**config.mk**
```make
export PLATFORM = sky130hd
export DESIGN_NAME = pipeline_monitor
export DESIGN_NICKNAME = d
export VERILOG_FILES = /design/src/rtl/rv32i_pkg.sv /design/src/rtl/sat_counter.sv /design/src/rtl/pipeline_monitor.sv
export SDC_FILE = /design/constraint.sdc
export NUM_CORES = 1
export LEC_CHECK = 0
export CORE_UTILIZATION = 53
export DETAILED_ROUTE_END_ITERATION = 10
export PLACE_DENSITY = 0.95
export SLEW_MARGIN = 25
export SYNTH_ARGS = -nofsm -noshare
export SYNTH_HDL_FRONTEND = slang
export SYNTH_SLANG_ARGS = --single-unit
```
**constraint.sdc**
```tcl
create_clock -name clk -period 5.5 [get_ports clk]
set_clock_uncertainty 0.05 [all_clocks]
set_input_delay 1.1 -clock clk [delete_from_list [all_inputs] [get_ports clk]]
set_output_delay 1.1 -clock clk [all_outputs]
set_load 0.02 [all_outputs]
```
**src/rtl/rv32i_pkg.sv**
```systemverilog
// Shared types for the pipeline monitor: FSM states, halt causes, SYSTEM opcodes.
// No logic of its own; no latency and no backpressure.
package rv32i_pkg;

  typedef enum logic [1:0] {
    ST_IDLE    = 2'd0,
    ST_RUN     = 2'd1,
    ST_HALT    = 2'd2,
    ST_TIMEOUT = 2'd3
  } mon_state_t;

  typedef enum logic [1:0] {
    CAUSE_NONE   = 2'd0,
    CAUSE_ECALL  = 2'd1,
    CAUSE_EBREAK = 2'd2
  } halt_cause_t;

  localparam logic [31:0] INSTR_ECALL  = 32'h0000_0073;
  localparam logic [31:0] INSTR_EBREAK = 32'h0010_0073;

  function automatic logic is_halt_instr(input logic [31:0] instr);
    return (instr == INSTR_ECALL) || (instr == INSTR_EBREAK);
  endfunction

endpackage

```
**src/rtl/sat_counter.sv**
```systemverilog
// Saturating up-counter with synchronous clear, increment 0..2 per cycle.
// One-cycle latency from inc to count; no backpressure, sticks at all-ones.
module sat_counter #(
  parameter int WIDTH = 32
) (
  input  logic             clk,
  input  logic             rst_n,
  input  logic             clr,
  input  logic [1:0]       inc,
  output logic [WIDTH-1:0] count
);

  logic [WIDTH:0] sum;

  assign sum = {1'b0, count} + {{(WIDTH-1){1'b0}}, inc};

  always_ff @(posedge clk or negedge rst_n) begin
    if (!rst_n) begin
      count <= '0;
    end else if (clr) begin
      count <= '0;
    end else if (sum[WIDTH]) begin
      count <= '1;
    end else begin
      count <= sum[WIDTH-1:0];
    end
  end

endmodule

```
**src/rtl/pipeline_monitor.sv**
```systemverilog
// Dual-issue execute-stage run monitor: counts cycles/retires/redirects, stops on ECALL/EBREAK or timeout.
// Outputs registered (one edge after the RUN cycle); never stalls the pipe. PIPELINE_MONITOR_STALL_STATS_EN adds stall/bubble counters.
module pipeline_monitor
  import rv32i_pkg::*;
#(
  parameter int CNT_W = 32
) (
  input  logic             clk,
  input  logic             rst_n,
  input  logic             start,
  input  logic             clear,
  input  logic [CNT_W-1:0] max_cycles,
  input  logic             ex0_valid,
  input  logic             ex1_valid,
  input  logic [31:0]      ex0_instr,
  input  logic [31:0]      ex1_instr,
  input  logic             redirect0,
  input  logic             redirect1,
  input  logic             stall,
  input  logic             bubble,
  output logic [1:0]       state,
  output logic [CNT_W-1:0] cycle_cnt,
  output logic [CNT_W-1:0] retired_cnt,
  output logic [CNT_W-1:0] redirect_cnt,
`ifdef PIPELINE_MONITOR_STALL_STATS_EN
  output logic [CNT_W-1:0] stall_cnt,
  output logic [CNT_W-1:0] bubble_cnt,
`endif
  output logic             halted,
  output logic             timed_out,
  output logic             done,
  output logic [1:0]       halt_cause,
  output logic             halt_slot
);

  mon_state_t  state_q, state_d;
  halt_cause_t cause_q;
  logic [CNT_W-1:0] max_q;
  logic run, arm, halt0, halt1, any_halt, slot1_live, timeout_hit;
  logic [1:0] cyc_inc, ret_inc, redir_inc;

  assign run  = (state_q == ST_RUN);
  assign arm  = (state_q == ST_IDLE) && start;

  // An older-slot halt squashes slot 1 entirely (retire and redirect).
  assign halt0      = ex0_valid && is_halt_instr(ex0_instr);
  assign halt1      = ex1_valid && is_halt_instr(ex1_instr);
  assign any_halt   = halt0 || halt1;
  assign slot1_live = ex1_valid && !halt0;

  assign timeout_hit = (max_q != '0) &&
                       ((cycle_cnt + {{(CNT_W-1){1'b0}}, 1'b1}) == max_q);

  assign cyc_inc   = {1'b0, run};
  assign ret_inc   = run ? ({1'b0, ex0_valid} + {1'b0, slot1_live}) : 2'd0;
  assign redir_inc = run ? ({1'b0, ex0_valid && redirect0} +
                            {1'b0, slot1_live && redirect1}) : 2'd0;

  always_ff @(posedge clk or negedge rst_n) begin
    if (!rst_n) state_q <= ST_IDLE;
    else        state_q <= state_d;
  end

  always_comb begin
    state_d = state_q;
    case (state_q)
      ST_IDLE:    if (start) state_d = ST_RUN;
      ST_RUN: begin
        if (any_halt)         state_d = ST_HALT;
        else if (timeout_hit) state_d = ST_TIMEOUT;
      end
      ST_HALT,
      ST_TIMEOUT: if (clear) state_d = ST_IDLE;
      default:    state_d = ST_IDLE;
    endcase
  end

  always_ff @(posedge clk or negedge rst_n) begin
    if (!rst_n) begin
      max_q     <= '0;
      halted    <= 1'b0;
      timed_out <= 1'b0;
      done      <= 1'b0;
      cause_q   <= CAUSE_NONE;
      halt_slot <= 1'b0;
    end else if (arm) begin
      max_q     <= max_cycles;
      halted    <= 1'b0;
      timed_out <= 1'b0;
      done      <= 1'b0;
      cause_q   <= CAUSE_NONE;
      halt_slot <= 1'b0;
    end else begin
      done <= run && (any_halt || timeout_hit);
      if (run && any_halt) begin
        halted    <= 1'b1;
        halt_slot <= !halt0;
        cause_q   <= ((halt0 ? ex0_instr : ex1_instr) == INSTR_EBREAK) ?
                     CAUSE_EBREAK : CAUSE_ECALL;
      end else if (run && timeout_hit) begin
        timed_out <= 1'b1;
      end
    end
  end

  assign state      = state_q;
  assign halt_cause = cause_q;

  sat_counter #(.WIDTH(CNT_W)) u_cycle_cnt (
    .clk(clk), .rst_n(rst_n), .clr(arm), .inc(cyc_inc), .count(cycle_cnt));
  sat_counter #(.WIDTH(CNT_W)) u_retired_cnt (
    .clk(clk), .rst_n(rst_n), .clr(arm), .inc(ret_inc), .count(retired_cnt));
  sat_counter #(.WIDTH(CNT_W)) u_redirect_cnt (
    .clk(clk), .rst_n(rst_n), .clr(arm), .inc(redir_inc), .count(redirect_cnt));

`ifdef PIPELINE_MONITOR_STALL_STATS_EN
  sat_counter #(.WIDTH(CNT_W)) u_stall_cnt (
    .clk(clk), .rst_n(rst_n), .clr(arm), .inc({1'b0, run && stall}), .count(stall_cnt));
  sat_counter #(.WIDTH(CNT_W)) u_bubble_cnt (
    .clk(clk), .rst_n(rst_n), .clr(arm), .inc({1'b0, run && bubble}), .count(bubble_cnt));
`else
  logic unused_stats;
  assign unused_stats = stall ^ bubble;
`endif

endmodule
```
# Word-level counts from Yosys, hierarchy flattened
# Cells that the tools add are included.
word_totals:
  ff_bits: 136
  latchBits: 0
  mem_bits_rw: 0
  romBits: 0
  input_bits: 106
  output_inout_bits: 104
  word_cells: 76
  memories: 0
op_classes:
  add_sub_neg: 6
  multipliers: 0
  div_mod_pow: 0
  magnitude_cmp: 0
  eq_ne: 13
  shifts: 0
  n_mux: 25
  n_bitwise: 0
  reduce_logical: 22
op_table:
  columns: ["operator", "count"]
  rows:
  - ["$mux W32", 7]
  - ["$eq A32 B21 Y1 const B", 3]
  - ["$add A32 B2 Y33", 2]
  - ["$eq A32 B7 Y1 const B", 2]
  - ["$add A32 B1 Y33", 1]
  - ["$add A32 B1 Y32 const B", 1]
  - ["$eq A32 B32 Y1", 1]
  - ["$reduce_bool A32 Y1", 1]
  - ["$mux W2", 9]
  - ["$logic_and A1 B1 Y1", 10]
  - ["$mux W1", 8]
  - ["$ne A2 B2 Y1 const B", 3]
  - ["$pmux W2 S3", 1]
  - ["$add A1 B1 Y2", 2]
  - ["$eq A2 B2 Y1 const B", 2]
  - ["$logic_or A1 B1 Y1", 4]
  - ["$reduce_bool A2 Y1", 2]
  - ["$ne A3 B1 Y1 const B", 1]
  - ["$reduce_and A3 Y1", 1]
  - ["$eq A2 B1 Y1 const B", 1]
  - ["$logic_not A2 Y1", 1]
  - ["$reduce_and A2 Y1", 1]
  - ["$reduce_or A2 Y1", 1]
  - ["$logic_not A1 Y1", 1]

# Depth between registers and ports, before layout
# Gate-level depths: netlist (run 1).
logic_depth:
  depth_word: 11
  mapped_depth: 19
  depth_no_buf: 18

# By module
# A second synthesis (run 1) with hierarchy kept.
hier_totals:
  hier_cells: 877
  area_unflattened_um2: 8217.9
by_module_without_submodules:
  columns: ["module", "n_inst", "cells_each", "area_each_um2", "seq_area_each_um2"]
  rows:
  - ["sat_counter", 3, 184, 1710.4, 800.8]
  - ["pipeline_monitor", 1, 325, 3086.7, 1001.0]

# Worst setup path after synthesis (run 1)
# No wires, ideal clock.
synth_path:
  path_type: "input port to flip-flop"
  from: "input port ex0_instr[19]"
  to: "register u_retired_cnt.count[18]"
  setup_ps: 78
  t_arrival_ps: 4663
  required_ps: 5372
  setup_slack_ps: 709
  cell_stages: 17
  n_path_buf: 2
  path_cell_list: "nor4_1 nand4_1 nor3_1 nor2b_1 ha_1 and2_1 ha_1 inv_1 fa_1 nor3b_1 nand3_1 nor4_1 and2_1 nand2_1 clkbuf_1 clkbuf_1 a21oi_1"
synth_between:
  elab_chain_len: 10
  elab_cells_between_ends: 11
  classes_between: "add/sub: 2; eq/ne: 2; mux: 3; reduce/logical: 4"
synth_lines:
  columns: ["item", "line_no", "text"]
  rows:
  - ["start, declared", "pipeline_monitor.sv:15", "input logic [31:0] ex0_instr,"]
  - ["$eq A32 B7 Y1 or $eq A32 B21 Y1 (tied branches)", "rv32i_pkg.sv:22", "return (instr == INSTR_ECALL) || (instr == INSTR_EBREAK);"]
  - ["$logic_or A1 B1 Y1 (*)", "rv32i_pkg.sv:22", null]
  - ["$logic_and A1 B1 Y1 (*)", "pipeline_monitor.sv:46", "assign halt0 = ex0_valid && is_halt_instr(ex0_instr);"]
  - ["$logic_not A1 Y1 (*)", "pipeline_monitor.sv:49", "assign slot1_live = ex1_valid && !halt0;"]
  - ["$logic_and A1 B1 Y1 (*)", "pipeline_monitor.sv:49", null]
  - ["$add A1 B1 Y2 (*)", "pipeline_monitor.sv:55", "assign ret_inc = run ? ({1'b0, ex0_valid} + {1'b0, slot1_live}) : 2'd0;"]
  - ["$mux W2 (*)", "pipeline_monitor.sv:55", null]
  - ["$add A32 B2 Y33 (*)", "sat_counter.sv:15", "assign sum = {1'b0, count} + {{(WIDTH-1){1'b0}}, inc};"]
  - ["$mux W32 (*)", "sat_counter.sv:22", "end else if (sum[WIDTH]) begin"]
  - ["$mux W32 (*)", "sat_counter.sv:20", "end else if (clr) begin"]
  - ["end signal, assigned", "sat_counter.sv:25", "count <= sum[WIDTH-1:0];"]
  - ["end, declared", "sat_counter.sv:10", "output logic [WIDTH-1:0] count"]
# Mark *: on every way between the ends. The rest lies on a longest branch, timed or not.
# A chain may end at the register's enable or synchronous reset.

# Final worst setup path (run 1)
layout_path:
  from: "input port ex0_valid"
  to: "register u_retired_cnt.count[15]"
layout_between:
  elab_chain_len: 8
layout_lines:
  columns: ["item", "line_no", "text"]
  rows:
  - ["start, declared", "pipeline_monitor.sv:13", "input logic ex0_valid,"]
  - ["$logic_and A1 B1 Y1", "pipeline_monitor.sv:46", null]
  - ["$logic_not A1 Y1", "pipeline_monitor.sv:49", null]
  - ["$logic_and A1 B1 Y1", "pipeline_monitor.sv:49", null]
  - ["$add A1 B1 Y2 (*)", "pipeline_monitor.sv:55", null]
  - ["$mux W2 (*)", "pipeline_monitor.sv:55", null]
  - ["$add A32 B2 Y33 (*)", "sat_counter.sv:15", null]
  - ["$mux W32 (*)", "sat_counter.sv:22", null]
  - ["$mux W32 (*)", "sat_counter.sv:20", null]
# Marks and branches as above.

==> metrics.txt, run 1 <==
CTS Buf Count 17; wl on met1 8530 µm; global route overflow 0; P_leak 4.37 nW; n_diodes 0; Post-Syn Nets 981; Initial Util 0.549; DRT Pass-1 Iters 5; worst r2r src state[1]; pwr dens 359 nW/µm²; post-synth cell types 56; setup ws final 271 ps; Max Used Layer met4; Seq/Total Area, Yosys 0.444; Slew headroom 0.295; Synth Warn # 0; CTS Hold Bufs 0; Routed wire per std cell 17.8 µm; synthesized area 7670 µm²; PortBufs 207; WP data arrival 5510 ps; WL met3 1540 µm; first-pass GRT wire length 35,200 µm; Final setup viols 0; xor and xnor area share after synthesis 0.129; Remaining DRCs 0; vias in the first global route 7,235; Die Wd 122 µm; FF/Latch Area 3400 µm²; Fin. Hold Viols 0; CTS tree yes; Via Count 7,364; Synth Area in Compound Gates 0.104; CTS Sinks 136; min-delay src timed_out; Max Clock Freq 191 MHz; worst setup path start ex0_valid; Max IR drop VDD 0.000223 V; Post-Route WL 22,200 µm; largest family of logic cells by synthesized area simple AND/OR/NAND/NOR gates; dpl ws -238 ps; EDFF count, synth 0; CTS clock-pin slew for the worst setup and hold paths 60 ps; dominant synthesized flop cell dfrtp_1; CP Launch Type input pin; number of antenna violations at the first check in global routing 0; Total GRT Usage 0.304; critical path required time 5780 ps; Routed Antenna Nets 0; crit path max fanout 20; Clock Latency Late Sink 420 ps; clk buf depth 2; post-synthesis mux area share 0.00391; fill cell count 950; CP Class in -> reg; Final Max Slew Viols 0; Crit. End Element register; post-synthesis simple-gate area fraction 0.265; Hold Path Class reg -> reg; largest net degree at the start of global routing 103; final core occ 0.750; Post-Synthesis Cells 864; hold path cells 2; detailed-placement wirelength estimate 15,400 µm; share of cells above drive strength 1 0.0563; syn avg cell area 8.88 µm²; outcome finished clean; max capacitance violation total 0; full die area 15,000 µm²; gpl congestion 0.909; Die Y 122 µm; Slowest-stage cell, CP clkdlybuf4s50_1; Area growth syn-to-layout 36.8%; Async SR Flop Fraction 1.00; Clock Root Buffer clkbuf_16; Worst Tran Pin Value 1060 ps; period utilisation layout 0.951; Met2 Routed Length 11,500 µm; Power Total 3.76 mW; final hold slack 446 ps; Critical Path, Cell by Cell clkdlybuf4s50_1 -> nand2_1 -> nor4_2 -> nand3_1 -> nor3_1 -> nor2b_1 -> ha_1 -> and2_1 -> ha_1 -> inv_1 -> fa_1 -> nor3b_1 -> nand3_1 -> nor4_2 -> and2_1 -> nand2_1 -> buf_4 -> a21oi_1; vias per cell 5.91; H-tree depth 4; depth of the most critical reg-to-reg path 10; # IOs 210; min cycle time layout 5230 ps; Synth Area in Adders 0.0199; Final nets 1,169; area occupied by multi-input gates 4020 µm²; flops & latches, synth 136; Placeable Area 14,000 µm²; crit-path max cell delay 570 ps; row cnt 43; detailed router's first-iteration violation count 601
## registers in the layout, summed over array words and instances, names as in the netlist
register,count
max_q,32
u_cycle_cnt.count,32
u_redirect_cnt.count,32
u_retired_cnt.count,32
halt_cause,2
state,2
done,1
halt_slot,1
halted,1
timed_out,1
## through the flow
| step | setup TNS [ps] | cell area (µm²) | instances |
|---|---|---|---|
| floorplan | 0 | 7670 | 864 |
| CTS | 0 | 10500 | 1245 |
| detailed placement | -6510 | 9870 | 1213 |
| finish | 0 | 10500 | 1245 |
| global route | -2.42 | 10500 | 1245 |
| global placement | 0 | 9870 | 1213 |
## report_power, final
group,internal (mW),switching (mW),leakage [nW]
combinational,0.545,0.581,2.27
sequential,1.19,0.273,1.82
clock,0.730,0.448,0.291
## layer usage
| metal | up-vias | global-route usage |
|---|---|---|
| li1 | 3419 | - |
| met1 | 3559 | 0.354 |
| met2 | 333 | 0.533 |
| met3 | 53 | 0.0818 |
| met4 | 0 | 0.112 |
| met5 | - | 0 |
## final timing paths
| kind | endpoint | slack, ps |
|---|---|---|
| min in group asynchronous | max_q[3] | 710 |
| max in group asynchronous | u_retired_cnt.count[3] | 3610 |
| max reg2reg | u_cycle_cnt.count[6] | 1680 |
| max | u_retired_cnt.count[15] | 270 |
| min | timed_out | 450 |
| min reg2reg | timed_out | 450 |
## cell type report
cell class                      instances  share of cell area
Clock buffer                           19              0.0422
Tap cell                              180              0.0215
Timing Repair Buffer                  221               0.208
Clock inverter                         13              0.0162
Inverter                               15             0.00536
Sequential cell                       136               0.324
Multi-Input combinational cell        661               0.383
## logic make-up (layout without fill, tap and decap cells)
logic type / count (synthesis) / count (layout)
and+or+nand+nor: 397 / 397
AOI/OAI and AO/OA: 137 / 137
DFF: 136 / 136
xor gates and xnor gates: 113 / 113
buffers and inverters: 67 / 268
adders and majority gates: 11 / 11
muxes: 3 / 3
## Yosys cell counts (2+ instances only)
library cell    n  area, µm²
or2_2           2       12.5
dfrtp_1       136       3400
and4_1          5       43.8
o211ai_1        3       22.5
o2111a_1        2       22.5
a31oi_1         6       37.5
a21o_1          5       37.5
a311oi_1        4       35.0
o31ai_1         2       15.0
a21oi_1        89        445
nor2b_1         9       56.3
clkbuf_1       36        135
or3_1           7       43.8
a31o_2          2       17.5
buf_2          10       50.1
xor2_1         64        561
clkbuf_2        4       20.0
nand2_1       147        552
and2_1          8       50.1
buf_1           2       7.51
nor3_1         29        145
or4_1           5       37.5
nor2_1         36        135
ha_1            9        113
nor3b_1         4       30.0
inv_1          15       56.3
nand3_1        41        205
xnor2_1        49        429
a211oi_1        5       37.5
fa_1            2       40.0
nand2b_1        3       18.8
nor4b_1         2       17.5
o21ai_0        12       60.1
mux2i_1         3       30.0
nand4_1        35        219
and3_1         20        125
nor4_1         32        200
## worst max-delay path: cells and delay by family
| family | cells | cell delay, ps |
|---|---|---|
| compound gates | 1 | 190 |
| buf+inv | 3 | 840 |
| simple gates | 11 | 2500 |
| fa+ha+maj | 3 | 880 |
## placed cells by master, fill, tap and decap left out, types with 5 or more instances in the layout
| cell type | synthesis | routed |
|---|---|---|
| dfrtp_1 | 136 | 136 |
| nand3_1 | 41 | 41 |
| nor2_1 | 36 | 36 |
| nand2_1 | 147 | 147 |
| and4_1 | 5 | 5 |
| clkdlybuf4s50_1 | 0 | 206 |
| a21o_1 | 5 | 5 |
| nor4_1 | 32 | 30 |
| a21oi_1 | 89 | 89 |
| o21ai_0 | 12 | 12 |
| or3_1 | 7 | 7 |
| ha_1 | 9 | 9 |
| nor2b_1 | 9 | 9 |
| and3_1 | 20 | 20 |
| xor2_1 | 64 | 64 |
| xnor2_1 | 49 | 49 |
| inv_1 | 15 | 15 |
| and2_1 | 8 | 8 |
| a211oi_1 | 5 | 5 |
| a31oi_1 | 6 | 6 |
| or4_1 | 5 | 5 |
| buf_4 | 0 | 14 |
| nor3_1 | 29 | 29 |
| nand4_1 | 35 | 35 |
| clkbuf_16 | 0 | 17 |
## repair_timing
item,4_1_cts,5_1_grt
setup endpoints to repair,0,53
setup buffers,0,0
resized for setup,0,2
Note: power is estimated with default switching activity, not from simulation.
==> run 2: changes to the inputs <==
--- a/config.mk
+++ b/config.mk
@@ -7,6 +7,7 @@
 export LEC_CHECK = 0
 export CORE_UTILIZATION = 53
 export DETAILED_ROUTE_END_ITERATION = 10
+export GPL_TIMING_DRIVEN = 1
 export PLACE_DENSITY = 0.95
 export SLEW_MARGIN = 25
 export SYNTH_ARGS = -nofsm -noshare
==> constraint.sdc (replaced) <==
create_clock -name clk -period 5.5 [get_ports clk]
set_clock_uncertainty 0.05 [all_clocks]
set_input_delay 0.55 -clock clk [delete_from_list [all_inputs] [get_ports clk]]
set_output_delay 0.55 -clock clk [all_outputs]
set_load 0.02 [all_outputs]
==> run 2 against run 1 <==
Register-to-register slack improved by 60 ps. Utilization down 0.42 points. Die area unchanged. Critical endpoint is now u_retired_cnt.count[17].
==> metrics.txt, run 2 (same netlist as run 1, synthesis figures left out) <==
vias in the first global route 7,305 (+0.97%); first-pass GRT wire length 35,500 µm (+0.82%); max capacitance violation total 0 (unchanged); Routed Antenna Nets 0 (unchanged); flop2flop setup slack 1740 ps (+60 ps); gpl congestion 0.941 (+3.5%); CP Class in -> reg; Final nets 1,164 (-0.43%); final instance count without filler cells 1,240 (-0.40%); Remaining DRCs 0 (unchanged); Routed wire per std cell 18.0 µm (+0.81%); Final Cell Area 10,400 µm² (-0.56%); CTS Hold Bufs 0 (unchanged); full die area 15,000 µm² (unchanged); Placeable Area 14,000 µm² (unchanged); min cycle time layout 4830 ps (-396 ps); Worst Tran Pin Value 1030 ps (-20.7 ps); outcome finished clean; CP Launch Type input pin; pwr dens 361 nW/µm² (+0.68%); clk buf depth 2 (unchanged); gr busiest metal met2; post-CTS setup buffers 0 (unchanged); vias per cell 5.97 (+0.89%); area occupied by multi-input gates 4010 µm² (-0.31%); PortBufs 207 (unchanged); H-tree depth 4 (unchanged); total negative slack 0 ps (unchanged); Clock Latency Late Sink 430 ps (about the same); detailed router's first-iteration violation count 671 (+12%); GRT met2 Usage 0.533 (unchanged); Total GRT Usage 0.306 (+0.00175); DRT Pass-1 Iters 5 (unchanged); share of cells above drive strength 1 0.0500 (-0.00634); critical path required time 5780 ps (about the same); Slowest-stage cell, CP clkdlybuf4s50_1; commonest non-fill, non-tap cell in the layout clkdlybuf4s50_1; FF/Latch Area 3400 µm² (unchanged); depth of the most critical reg-to-reg path 10 (unchanged); Crit. End Element register; period utilisation layout 0.879 (-0.0721); setup ws final 668 ps (+396 ps); P_leak 4.34 nW (-0.63%); RSZ-0062 raised after global routing no; # IOs 210 (unchanged); Post-Route WL 22,300 µm (+0.40%); Via Count 7,400 (+0.49%); Initial Util 0.549 (unchanged); detailed-placement wirelength estimate 15,500 µm (+0.66%); largest net degree at the start of global routing 83 (-19%); CTS Sinks 136 (unchanged); Placed Area 9830 µm² (-0.38%); global route overflow 0 (unchanged); Die Wd 122 µm (unchanged); # placed instances 1,208 (-0.41%); Final setup viols 0 (unchanged); RR Endpoint u_cycle_cnt.count[12]; final core occ 0.746 (-0.00420); CTS tree yes; Area growth syn-to-layout 36.0%; fill cell count 977 (+2.8%); CTS Buf Count 17 (unchanged); Max Clock Freq 207 MHz (+8.2%); crit-path max cell delay 560 ps (about the same); final hold slack 106 ps (-340 ps); worst path bufs/invs 4 (+1); crit path max fanout 24 (+20%); Final Max Slew Viols 0 (unchanged); Top Family by Delay on Critical Path simple AND/OR/NAND/NOR gates; Die Y 122 µm (unchanged); commonest non-fill, non-tap cells in the layout 206 x clkdlybuf4s50_1, 147 x nand2_1, 136 x dfrtp_1, 89 x a21oi_1, 64 x xor2_1; WP data arrival 5120 ps (-390 ps); Fin. Hold Viols 0 (unchanged); M1 GR Usage 0.358 (+0.00362); number of antenna violations at the first check in global routing 0 (unchanged); met3 Use GR 0.0674 (-0.0144); Clock Root Buffer clkbuf_16; Slew headroom 0.309 (+0.0138); dpl ws 367 ps (+605 ps); Critical Path, Cell by Cell clkdlybuf4s50_1 -> nand2_1 -> nor4_1 -> nand3_1 -> nor3_1 -> nor2b_1 -> ha_1 -> and2_1 -> ha_1 -> inv_1 -> fa_1 -> nor3b_1 -> nand3_1 -> nor4_1 -> buf_4 -> and2_1 -> nand2_1 -> buf_4 -> a21oi_1; CTS clock-pin slew for the worst setup and hold paths 60 ps (about the same); post-CTS resize count 0 (unchanged); Power Total 3.77 mW (+0.12%); row cnt 43 (unchanged); Hold Path Class in -> async; worst r2r src state[1]; n_diodes 0 (unchanged); Max IR drop VDD 0.000241 V (+8.2%)
## run 2: where the power goes
group | internal, mW | leakage, nW | switching [mW]
Combinational | 0.544 | 2.24 | 0.590
Clock | 0.716 | 0.287 | 0.458
Sequential | 1.19 | 1.82 | 0.272
## run 2: how the worst max path moves through the flow
| stage | startpoint | endpoint | cells after the start | slack (ps) |
|---|---|---|---|---|
| finish | ex0_valid | u_retired_cnt.count[17] | 19 | 670 |
| floorplan | ex0_instr[19] | u_retired_cnt.count[18] | 17 | 1260 |
| global placement | ex0_valid | u_redirect_cnt.count[1] | 19 | 550 |
| detailed placement | ex0_valid | u_retired_cnt.count[9] | 19 | 370 |
| CTS | ex0_valid | u_redirect_cnt.count[10] | 19 | 730 |
| global route | ex0_valid | u_retired_cnt.count[17] | 19 | 360 |
## run 2: area by class of cell
| type | count | area share |
|---|---|---|
| Multi-Input combinational cell | 661 | 0.384 |
| Clock inverter | 14 | 0.0168 |
| Timing Repair Buffer | 216 | 0.205 |
| Tap cell | 180 | 0.0216 |
| Sequential cell | 136 | 0.326 |
| Inverter | 15 | 0.00540 |
| Clock buffer | 18 | 0.0411 |
## run 2: worst register-to-register path, delay by kind of cell, from the launching register on
kind	cells	cell delay, ps
and+or+nand+nor	6	2210
adders and majority gates	2	390
DFF	1	440
AOI/OAI and AO/OA	1	400
buffers and inverters	1	170
## run 2: layer usage
| metal | vias to the layer above | wire length (µm) |
|---|---|---|
| li1 | 3398 | - |
| met4 | 0 | 643 |
| met2 | 357 | 11500 |
| met3 | 62 | 1440 |
| met1 | 3583 | 8690 |
| met5 | - | 0 |
==> run 3: changes to the inputs <==
--- a/config.mk
+++ b/config.mk
@@ -5,6 +5,7 @@
 export SDC_FILE = /design/constraint.sdc
 export NUM_CORES = 1
 export LEC_CHECK = 0
+export CAP_MARGIN = 20
 export CORE_UTILIZATION = 53
 export DETAILED_ROUTE_END_ITERATION = 10
 export GPL_TIMING_DRIVEN = 1
==> results of run 3 <==
No change in the layout: final DEF, timing and power equal those of run 2.
==> variant, RTL diff (flow settings as in run 1) <==
Put a register stage on the output `cycle_cnt`, cleared by the reset. The value now appears one clock later. The other outputs are not delayed to match.
--- a/src/rtl/pipeline_monitor.sv
+++ b/src/rtl/pipeline_monitor.sv
@@ -33,6 +33,8 @@
   output logic             halt_slot
 );
 
+  logic [CNT_W-1:0] cycle_cnt_d;
+
   mon_state_t  state_q, state_d;
   halt_cause_t cause_q;
   logic [CNT_W-1:0] max_q;
@@ -49,7 +51,7 @@
   assign slot1_live = ex1_valid && !halt0;
 
   assign timeout_hit = (max_q != '0) &&
-                       ((cycle_cnt + {{(CNT_W-1){1'b0}}, 1'b1}) == max_q);
+                       ((cycle_cnt_d + {{(CNT_W-1){1'b0}}, 1'b1}) == max_q);
 
   assign cyc_inc   = {1'b0, run};
   assign ret_inc   = run ? ({1'b0, ex0_valid} + {1'b0, slot1_live}) : 2'd0;
@@ -107,7 +109,7 @@
   assign halt_cause = cause_q;
 
   sat_counter #(.WIDTH(CNT_W)) u_cycle_cnt (
-    .clk(clk), .rst_n(rst_n), .clr(arm), .inc(cyc_inc), .count(cycle_cnt));
+    .clk(clk), .rst_n(rst_n), .clr(arm), .inc(cyc_inc), .count(cycle_cnt_d));
   sat_counter #(.WIDTH(CNT_W)) u_retired_cnt (
     .clk(clk), .rst_n(rst_n), .clr(arm), .inc(ret_inc), .count(retired_cnt));
   sat_counter #(.WIDTH(CNT_W)) u_redirect_cnt (
@@ -123,4 +125,12 @@
   assign unused_stats = stall ^ bubble;
 `endif
 
+  always_ff @(posedge clk or negedge rst_n) begin
+    if (!rst_n) begin
+      cycle_cnt <= '0;
+    end else begin
+      cycle_cnt <= cycle_cnt_d;
+    end
+  end
+
 endmodule
Function: changed (Yosys sat finds a counterexample within 4 cycles, from zero or initial values and one cycle with rst_n low).
==> variant against run 1 <==
  * Combinational power grew 9%
  * Routed wire length up 16%
  * Final area grew 10%
  * Core utilization decreased by 2.8 points
  * Power up 13%
  * Hold slack lost 20 ps
  * Setup slack improved by 73 ps
  * Synthesized area rose by 14%
  * Sequential cell count is 32 higher
==> variant: results (changes against run 1) <==
.. list-table::
   :header-rows: 1

   * - Metric
     - Value
   * - Run status
     - finished clean
   * - Worst path depth
     - 17 (-1)
   * - Clock network latency to the later pin of the worst-skew pair
     - 440 ps (+20 ps)
   * - Pleak
     - 0.00491 µW (+12%)
   * - Number of cells in the design after placement
     - 1303 (+7.4%)
   * - Number of detailed-route iterations in the first pass
     - 6 (+1)
   * - Max IR drop VDD
     - 263 µV (+18%)
   * - Dpl hpwl
     - 17.7 mm (+15%)
   * - Iter 0 DRT Violations
     - 792 (+32%)
   * - Vias after detailed routing
     - 8022 (+8.9%)
   * - Critical Path Fanout Max
     - 19 (-5.0%)
   * - Worst EP arrival
     - 5450 ps (-60 ps)
   * - Cell Area, Placed
     - 10900 µm² (+11%)
   * - Number of filler instances in the final layout
     - 1132 (+19%)
   * - Minimum setup slack after placement
     - -10.3 ps (+228 ps)
   * - Setup slack of the most critical reg-to-reg path
     - 1620 ps (-60 ps)
   * - Post-Synth XOR/XNOR Area
     - 12.2% (-0.74 points)
   * - Total track usage
     - 31.2% (+0.76 points)
   * - Multiplexer fraction of the synthesized cell area
     - 0.703% (+0.31 points)
   * - Nets@finish
     - 1223 (+4.6%)
   * - Critical path startpoint
     - ex0_instr[6]
   * - Most frequent cells after synthesis
     - sky130_fd_sc_hd__dfrtp_1 (168), sky130_fd_sc_hd__nand2_1 (155), sky130_fd_sc_hd__a21oi_1 (96)
   * - Wire length of the first global-routing pass
     - 40.2 mm (+14%)
   * - Cells on Worst Hold Path
     - 0 (-2)
   * - Via count of the first global-routing pass
     - 7760 (+7.3%)
   * - Standard cell with the maximum stage delay on the critical path
     - sky130_fd_sc_hd__or4_1
   * - Post-Syn Nets
     - 1037 (+5.7%)
   * - Top achievable clock speed
     - 194 MHz (+1.4%)
   * - Sequential-to-total area share from yosys stat
     - 48.2% (+3.9 points)
   * - Largest net degree at the start of global routing
     - 106 (+2.9%)
   * - Slew margin rel.
     - 38.7% (+9.2 points)
   * - Post-synth cell types
     - 59 (+5.4%)
==> variant: changes by cell type after synthesis, moves of 7 or more <==
cell	run 1	this run
sky130_fd_sc_hd__nor3_1	29	18
sky130_fd_sc_hd__buf_2	10	19
sky130_fd_sc_hd__xnor2_1	49	57
sky130_fd_sc_hd__dfrtp_1	136	168
sky130_fd_sc_hd__a21oi_1	89	96
sky130_fd_sc_hd__nor4_1	32	24
sky130_fd_sc_hd__clkbuf_1	36	27
sky130_fd_sc_hd__nand2_1	147	155
sky130_fd_sc_hd__nand4_1	35	46
==> variant: logic make-up (layout without fill, tap and decap cells) <==
kind of cell,count (synthesis),in the layout
simple gates,416,416
flops,168,168
compound gates,131,131
xor+xnor,121,121
buf+inv,67,266
fa+ha+maj,11,11
mux,6,6
==> variant: how the worst max path moves through the flow <==
stage | end
floorplan | u_redirect_cnt.count[21]
detailed placement | u_redirect_cnt.count[0]
finish | u_redirect_cnt.count[13]
CTS | u_redirect_cnt.count[13]
global route | u_redirect_cnt.count[13]
global placement | u_redirect_cnt.count[0]
==> variant: area by class of cell <==
cell class                      instances  area, µm²  share of cell area, %
Inverter                               16       60.1                  0.520
Timing Repair Buffer                  218       2160                   18.7
Multi-Input combinational cell        685       4240                   36.7
Clock buffer                           17        425                   3.68
Tap cell                              216        270                   2.34
Clock inverter                         15        188                   1.63
Sequential cell                       168       4200                   36.4
==> variant: power breakdown <==
part           leakage, µW  switching, µW  internal (µW)
sequential         0.00225            313           1460
combinational      0.00237            643            590
clock             0.000297            520            723
==> variant: what timing repair did <==
action,CTS,global route
hold buffers,0,0
endpoints found under the setup margin,0,1
resized for setup,0,1
==> variant: metrics by stage <==
step	hold WS [ps]	util [%]	power [µW]
after floorplan	299	-	2500
after global placement	404	68.3	2900
after detailed placement	417	68.3	2970
after CTS	431	72.1	4230
after global routing	451	72.2	4450
final	426	72.2	4250
==> variant: metal layers <==
| metal | global-route usage (%) | vias up | wire length [µm] |
|---|---|---|---|
| li1 | - | 3578 | - |
| met1 | 41.6 | 3881 | 10200 |
| met2 | 48.2 | 453 | 12200 |
| met3 | 7.01 | 110 | 2170 |
| met4 | 14.9 | 0 | 1120 |
| met5 | 0 | - | 0 |
